`config.mk`:
```
export PLATFORM = sky130hd
export DESIGN_NAME = branch_resolve_unit
export DESIGN_NICKNAME = d
export VERILOG_FILES = /design/src/rtl/branch_resolve_unit.sv
export SDC_FILE = /design/constraint.sdc
export NUM_CORES = 1
export LEC_CHECK = 0
export ABC_CLOCK_PERIOD_IN_PS = 6600
export CAP_MARGIN = 40
export CORE_ASPECT_RATIO = 2
export CORE_MARGIN = 2
export CORE_UTILIZATION = 45
export CTS_CLUSTER_DIAMETER = 50
export CTS_CLUSTER_SIZE = 14
export DETAILED_ROUTE_END_ITERATION = 10
export DONT_BUFFER_PORTS = 1
export GPL_ROUTABILITY_DRIVEN = 0
export HOLD_SLACK_MARGIN = 0.15
export PLACE_DENSITY_LB_ADDON = 0.12
export SLEW_MARGIN = 20
export SYNTH_ARGS = -nofsm -noshare
export SYNTH_HDL_FRONTEND = slang
export SYNTH_SLANG_ARGS = --single-unit
```
`constraint.sdc`:
```
create_clock -name Clock -period 6.6 [get_ports Clock]
set_clock_uncertainty 0.05 [all_clocks]
set_input_delay 0 -clock Clock [delete_from_list [all_inputs] [get_ports Clock]]
set_output_delay 0 -clock Clock [all_outputs]
set_load 0.005 [all_outputs]
```
`src/rtl/branch_resolve_unit.sv`:
```
// Branch-resolution stage: evaluates conditional branches, CALL/RET via a return stack,
// and produces a registered branch target plus a fetch-squash (flush) window.
module branch_resolve_unit #(
    parameter int ADDR_W       = 8,
    parameter int NUM_ACC      = 2,
    parameter int STACK_DEPTH  = 4,
    parameter int FLUSH_CYCLES = 2
) (
    input  logic                         Clock,
    input  logic                         Reset,
    input  logic                         iValid,
    input  logic [15:0]                  iInstruction,
    input  logic [ADDR_W-1:0]            iReturn_pc,
    input  logic [NUM_ACC-1:0]           iZ,
    input  logic [NUM_ACC-1:0]           iC,
    input  logic [NUM_ACC-1:0]           iN,
    output logic                         oBranch_taken,
    output logic [ADDR_W-1:0]            oBranch_dir,
    output logic                         oFlush,
    output logic                         oIllegal,
    output logic                         oOverflow,
    output logic                         oUnderflow,
    output logic [$clog2(STACK_DEPTH):0] oDepth
);

    localparam int PTR_W   = $clog2(STACK_DEPTH);
    localparam int DEPTH_W = PTR_W + 1;

    localparam logic [DEPTH_W-1:0] FULL_DEPTH = DEPTH_W'(STACK_DEPTH);
    localparam logic [2:0]         ACC_LIMIT  = 3'(NUM_ACC);
    localparam logic [2:0]         FLUSH_LOAD = 3'(FLUSH_CYCLES);

    typedef enum logic {
        IDLE,
        FLUSH
    } state_t;

    state_t                 state;
    logic [2:0]             flush_cnt;
    logic [ADDR_W-1:0]      ret_stack [STACK_DEPTH];

    logic [3:0]             z_ext;
    logic [3:0]             c_ext;
    logic [3:0]             n_ext;
    logic [2:0]             cond;
    logic [1:0]             sel;
    logic                   accept;
    logic                   flag_ok;
    logic                   take;
    logic                   illegal;
    logic                   push;
    logic                   pop;
    logic                   ovf_evt;
    logic                   udf_evt;
    logic [ADDR_W-1:0]      target;
    logic [DEPTH_W-1:0]     depth_m1;

    // Flags widened to four accumulators so unselected slots read as zero
    always_comb begin
        z_ext = '0;
        c_ext = '0;
        n_ext = '0;
        z_ext[NUM_ACC-1:0] = iZ;
        c_ext[NUM_ACC-1:0] = iC;
        n_ext[NUM_ACC-1:0] = iN;
    end

    assign cond     = iInstruction[10:8];
    assign sel      = iInstruction[12:11];
    assign accept   = iValid && (iInstruction[15:13] == 3'b111) && (state == IDLE);
    assign depth_m1 = oDepth - 1'b1;

    always_comb begin
        take    = 1'b0;
        illegal = 1'b0;
        push    = 1'b0;
        pop     = 1'b0;
        ovf_evt = 1'b0;
        udf_evt = 1'b0;
        flag_ok = 1'b0;
        target  = iInstruction[ADDR_W-1:0];
        if (accept) begin
            case (cond)
                3'b110: take = 1'b1;
                3'b111: begin
                    if (!iInstruction[12]) begin
                        // A CALL on a full stack still jumps; only the return address is lost
                        take = 1'b1;
                        if (oDepth < FULL_DEPTH) push = 1'b1;
                        else                     ovf_evt = 1'b1;
                    end else if (oDepth != '0) begin
                        take   = 1'b1;
                        pop    = 1'b1;
                        target = ret_stack[depth_m1[PTR_W-1:0]];
                    end else begin
                        udf_evt = 1'b1;
                    end
                end
                default: begin
                    if ({1'b0, sel} >= ACC_LIMIT) begin
                        illegal = 1'b1;
                    end else begin
                        case (cond)
                            3'b000:  flag_ok =  z_ext[sel];
                            3'b001:  flag_ok = ~z_ext[sel];
                            3'b010:  flag_ok =  c_ext[sel];
                            3'b011:  flag_ok = ~c_ext[sel];
                            3'b100:  flag_ok =  n_ext[sel];
                            default: flag_ok = ~n_ext[sel];
                        endcase
                        take = flag_ok;
                    end
                end
            endcase
        end
    end

    // Stack storage needs no reset; occupancy alone defines what is valid
    always_ff @(posedge Clock) begin
        if (push) ret_stack[oDepth[PTR_W-1:0]] <= iReturn_pc;
    end

    always_ff @(posedge Clock or negedge Reset) begin
        if (!Reset) begin
            state         <= IDLE;
            flush_cnt     <= '0;
            oBranch_taken <= 1'b0;
            oBranch_dir   <= '0;
            oFlush        <= 1'b0;
            oIllegal      <= 1'b0;
            oOverflow     <= 1'b0;
            oUnderflow    <= 1'b0;
            oDepth        <= '0;
        end else begin
            oBranch_taken <= take;
            oIllegal      <= illegal;
            if (take)    oBranch_dir <= target;
            if (ovf_evt) oOverflow   <= 1'b1;
            if (udf_evt) oUnderflow  <= 1'b1;
            if (push)     oDepth <= oDepth + 1'b1;
            else if (pop) oDepth <= oDepth - 1'b1;

            case (state)
                IDLE: begin
                    if (take) begin
                        state     <= FLUSH;
                        flush_cnt <= FLUSH_LOAD;
                        oFlush    <= 1'b1;
                    end
                end
                default: begin
                    if (flush_cnt == 3'd1) begin
                        state  <= IDLE;
                        oFlush <= 1'b0;
                    end else begin
                        flush_cnt <= flush_cnt - 1'b1;
                    end
                end
            endcase
        end
    end

endmodule

```
**Word-level counts from Yosys, hierarchy flattened**

Memory sizes are Yosys's and may differ from the RTL's.
Cells that the tools add are included.

- Memories kept: 1
- Bits in registers: 20
- RAM bits: 32
- Input port bits: 33
- Word-level logic and storage cells: 86
- Output and inout bits: 16

Memories:

| memory | depth | bits a word | read ports | clocked after memory_dff | write ports | line | RTL |
|---|---|---|---|---|---|---|---|
| ret_stack | 4 | 8 | 1 | 0 | 1 | 40 | `logic [ADDR_W-1:0] ret_stack [STACK_DEPTH];` |

- Equality and inequality tests: 10
- Bitwise logic cells: 4
- $add $sub $neg: 3
- Mux-type cells: 47
- Order comparisons: 3
- Reduce and logical (&&, ||, !) cells: 9

Operator list:

| kind | count |
|---|---|
| 1-bit two-way mux | 33 |
| 8-bit two-way mux | 4 |
| 3-bit two-way mux | 5 |
| 3-bit equality test, second input constant | 4 |
| 1-bit binary-select mux with 2-bit select | 3 |
| 3-bit by 1-bit equality test with 1-bit output, second input constant | 2 |
| 3-bit by 2-bit equality test with 1-bit output, second input constant | 2 |
| 3-bit by 1-bit subtractor with 3-bit output, second input constant | 2 |
| 1-bit case mux with 5 select lines | 1 |
| 1-bit NOT | 4 |
| 2-bit AND reduction | 2 |
| 2-bit nonzero test | 2 |
| 3-bit by 1-bit adder with 3-bit output, second input constant | 1 |
| 3-bit logical NOT | 1 |
| 2-bit by 3-bit less-than comparator with 1-bit output, second input constant | 1 |
| 3-bit less-than comparator, second input constant | 1 |
| 3-bit nonzero test | 1 |
| 2-bit greater-or-equal comparator, second input constant | 1 |
| 1-bit logical AND | 2 |
| 2-bit by 1-bit inequality test with 1-bit output, second input constant | 1 |
| 2-bit inequality test, second input constant | 1 |
| 1-bit case mux with 2 select lines | 1 |
| 2-bit OR reduction | 1 |

**Logic depth before layout (Yosys ltp)**

- Depth after elaboration: 9
- Depth in mapped cells: 9
- Mapped depth without buffers: 7

**Worst setup path after synthesis**

Ideal clock, no wire load.

- Kind: register to register
- Start: reg oDepth[0]
- End: reg oBranch_dir[0]
- Cell stages (with the launch flop): 8
- Required time: 6.425 ns
- Slack: 4.178 ns
- Setup time: 0.125 ns
- Buffers on the path: 2
- Clock period less this slack: 2.422 ns
- Data arrival time: 2.247 ns
- Cell sequence: dfrtp_1 -> buf_2 -> inv_1 -> ha_1 -> buf_1 -> mux4_2 -> mux2_1 -> mux2_4

- Cells in the longest elaborated chain, start to end: 6
- Elaborated cells between the ends (all ways): 11
- Those cells by class: 1 x add/sub; 8 x mux; 1 x reduce/logical; 1 x memory

Ends and longest elaborated chain:

| item | line | RTL |
|---|---|---|
| start, declared | 23 | `output logic [$clog2(STACK_DEPTH):0] oDepth` |
| start signal, assigned | 140 | `if (push) oDepth <= oDepth + 1'b1;` |
| start signal, assigned | 141 | `else if (pop) oDepth <= oDepth - 1'b1;` |
| 3-bit by 1-bit subtractor with 3-bit output | n/a |  |
| memory read 4 x 8 bit | n/a |  |
| 8-bit two-way mux | 91 | `end else if (oDepth != '0) begin` |
| 8-bit two-way mux | 86 | `if (!iInstruction[12]) begin` |
| 8-bit two-way mux | 83 | `case (cond)` |
| 8-bit two-way mux | 82 | `if (accept) begin` |
| end signal, assigned | 137 | `if (take) oBranch_dir <= target;` |
| end, declared | 18 | `output logic [ADDR_W-1:0] oBranch_dir,` |

Several ways; a longest one is shown, not always the timed one.
A chain may end at the register's enable or synchronous reset.

**Worst setup path after layout**

- Start: reg oDepth[0]
- End: reg oBranch_dir[4]

The elaborated chain is that of the path after synthesis.

==> impl_metrics.py <==
metrics = {
    "synthesis": {
        "synth_compound_area_share_pct": 5.75,
        "synthXorXnorAreaFrac_pct": 1.49,
        "synthCells": 146,
        "synth-seq-cells": 52,
        "avgSynthCellArea_um2": 16.1,
        "synth_seq_area_share_pct": 62.2,
        "synth-adder-area-share_pct": 3.73,
        "synthMuxAreaShare_pct": 17.4,
        "yosysTopAreaCellShare_pct": 40.9,
        "yosysWarnings": 0,
        "synth_nets": 186,
        "synthSimpleGateAreaFrac_pct": 5.96,
        "synth_top_family_by_area": "multiplexers",
        "synth_area_leaders": "edfxtp_1 41%, dfrtp_1 21%, mux4_2 7.7%",
        "syn_area_mm2": 0.00235,
        "synth-edff-count": 32,
        "synth_top_area_cell": "edfxtp_1",
        "synth_flop_cell": "edfxtp_1",
        "synth_common_cells": "32 x edfxtp_1, 20 x dfrtp_1, 12 x inv_1",
        "synth_cell_types": 37,
        "synthArstFlopShare_pct": 38.5,
        "synth.most_common_cell": "edfxtp_1",
    },
    "finish": {
        "antennaDiodeCount": 0,
        "fin_nets": 219,
        "drive_gt1_share_pct": 18.3,
        "fillCellCount": 440,
        "area_growth_pct": 18.5,
    },
    "routing": {
        "drtIter0Drc": 27,
        "antenna_left": 0,
        "vias_per_cell": 5.58,
        "drc": 0,
        "num_vias": 1327,
        "wl_per_cell_um": 18.4,
        "first_pass_iters": 4,
        "routed_wl_um": 4390,
    },
    "timing": {
        "grt_setup_unrepaired": "no",
        "tightest_slew_ns": 0.810,
        "setup_viol": 0,
        "finalSetupTns_ns": 0,
        "max_freq_mhz": 352,
        "fin_crit_ns": 2.84,
        "relSlewSlack_pct": 45.8,
        "final_max_slew_viol_count": 0,
        "fin_crit_sh_pct": 43.1,
        "hold_viol": 0,
    },
    "global_route": {
        "grt_max_degree": 21,
        "first_global_vias": 1415,
        "antenna_found_initial": 0,
        "grtUsageTotal_pct": 16.4,
        "grt-ovfl-total": 0,
        "grt_pass1_wl_um": 6710,
    },
    "worst_setup_path": {
        "worstPathArrival_ns": 2.99,
        "slowest_stage": "dfrtp_1",
        "crit_path_max_incr_delay_ns": 0.81,
        "worstPathCellList": "inv_1 > ha_1 > nor2b_1 > a31oi_1 > o311ai_2 > nor2_1 > buf_4 > mux2_4",
        "critPathMaxFanout": 13,
        "crit_type": "flip-flop to flip-flop",
        "critPathCaptureType": "flip-flop",
        "cp.required_ns": 6.74,
        "critPathLaunchType": "flip-flop",
    },
    "placed_design": {
        "dp_hpwl_um": 3170,
        "io_buffer_count": 0,
    },
    "cts": {
        "cts_tree": "built",
        "numCtsBuffers": 5,
        "htree_levels": 2,
        "root_buffer": "clkbuf_8",
        "clkTransAtPathRegs_ns": 0.09,
        "clkSinkCount": 52,
        "clockBufferDepth": 2,
        "clk-insertion-delay-late_ns": 0.30,
        "cts_setup_buffers": 0,
    },
    "power_and_ir_drop": {
        "p_leak_nw": 1.09,
        "vdd_drop_max_mv": 0.211,
        "p_per_area_mw_per_mm2": 289,
        "power_mw": 0.804,
    },
    "floorplanning": {
        "fp.dieW_um": 55.1,
        "start_util_pct": 46.1,
        "dieArea_mm2": 0.00585,
        "die_h_um": 106,
        "rows": 37,
        "core_mm2": 0.00509,
        "num_io_pins": 49,
    },
    "min_path": {
        "hp-class": "input port to flip-flop",
    },
    "flow_run": {
        "drv_cap": 0,
    },
    "run_status": {
        "outcome": "completed",
    },
}
routing by layer:
metal  global-route usage (%)  vias to the layer above  share of wire (%)
met5                        0                        -                  0
met4                     5.75                        0                1.1
met3                     3.65                        4                4.7
met2                     29.7                       46                 58
met1                     17.4                      665                 36
li1                         -                      612                  -
where the power goes:
part	internal, mW	switching (mW)	total, mW	leakage [nW]
registers	0.386	0.0483	0.435	0.537
clock network	0.0757	0.0997	0.175	0.0456
logic	0.112	0.0823	0.194	0.506
total	0.574	0.230	0.804	1.09
layout by cell type, fill, tap and decap left out, types with 2 or more instances in the layout:
master	count
mux2_1	5
mux2_2	6
and3_1	3
dfrtp_1	20
mux4_2	8
mux2i_1	3
o21ai_0	3
ha_1	7
a211oi_1	2
mux2_4	5
a21oi_1	4
edfxtp_1	32
dlygate4sd3_1	29
inv_1	12
a21o_1	2
xnor2_1	3
clkbuf_8	5
a31oi_1	2
nand2_1	4
nor2_1	5
stage by stage:
stage               hold slack (ns)  util, %  area [um2]  std cells  setup slack [ns]
floorplan                    -0.346        -        2350        146              4.18
global placement             -0.345     46.9        2390        199              3.47
detailed placement           -0.345     47.0        2390        200              3.73
CTS                           0.163     54.2        2760        236              3.71
global route                  0.203     54.7        2790        238              3.52
finish                        0.164     54.7        2790        238              3.76
registers in the layout (all words and copies together) (netlist names):
signal	count
flush_cnt	3
oIllegal	1
oOverflow	1
oBranch_taken	1
oUnderflow	1
oDepth	3
oFlush	1
state	1
oBranch_dir	8
ret_stack	32
critical path: cells and delay by family (launching register included):
kind | cells | cell delay [ns]
AOI/OAI and AO/OA | 2 | 0.38
muxes | 1 | 0.31
adders and majority gates | 1 | 0.26
buffers and inverters | 2 | 0.45
DFF | 1 | 0.81
and+or+nand+nor | 2 | 0.46
final timing paths:
kind / startpoint / depth (start not counted) / to / slack, ns
setup / recovery: oDepth[0]$_DFFE_PN0P_ / 8 / oBranch_dir[4]$_DFFE_PN0P_ / 3.76
hold / removal: iInstruction[9] / 2 / state$_DFF_PN0_ / 0.16
hold reg to reg: oOverflow$_DFFE_PN0P_ / 1 / oOverflow$_DFFE_PN0P_ / 0.44
setup reg to reg: oDepth[0]$_DFFE_PN0P_ / 8 / oBranch_dir[4]$_DFFE_PN0P_ / 3.76
min in group asynchronous: Reset / 2 / oDepth[0]$_DFFE_PN0P_ / 0.56
max in group asynchronous: Reset / 3 / flush_cnt[0]$_DFFE_PN0P_ / 5.51
cell type report:
cell class / count / area [um2] / area share, %
inverter: 12 / 45.0 / 1.62
multi-input combinational: 77 / 807 / 29.0
sequential: 52 / 1460 / 52.5
clock inverter: 2 / 13.8 / 0.494
timing repair buffer: 31 / 313 / 11.2
clock buffer: 6 / 72.6 / 2.61
tap: 58 / 72.6 / 2.61
what timing repair did:
item	4_1_cts	5_1_grt
hold buffers	28	1
resized for setup	0	0
endpoints found under the hold margin	68	6
logic make-up (layout without fill, tap and decap cells):
group,after synthesis,after routing
AOI/OAI and AO/OA,19,19
xor gates and xnor gates,4,4
adders and majority gates,7,7
buffers and inverters,17,51
DFF,52,52
muxes,27,27
and+or+nand+nor,20,20
Power figures use the tool's default switching activity.
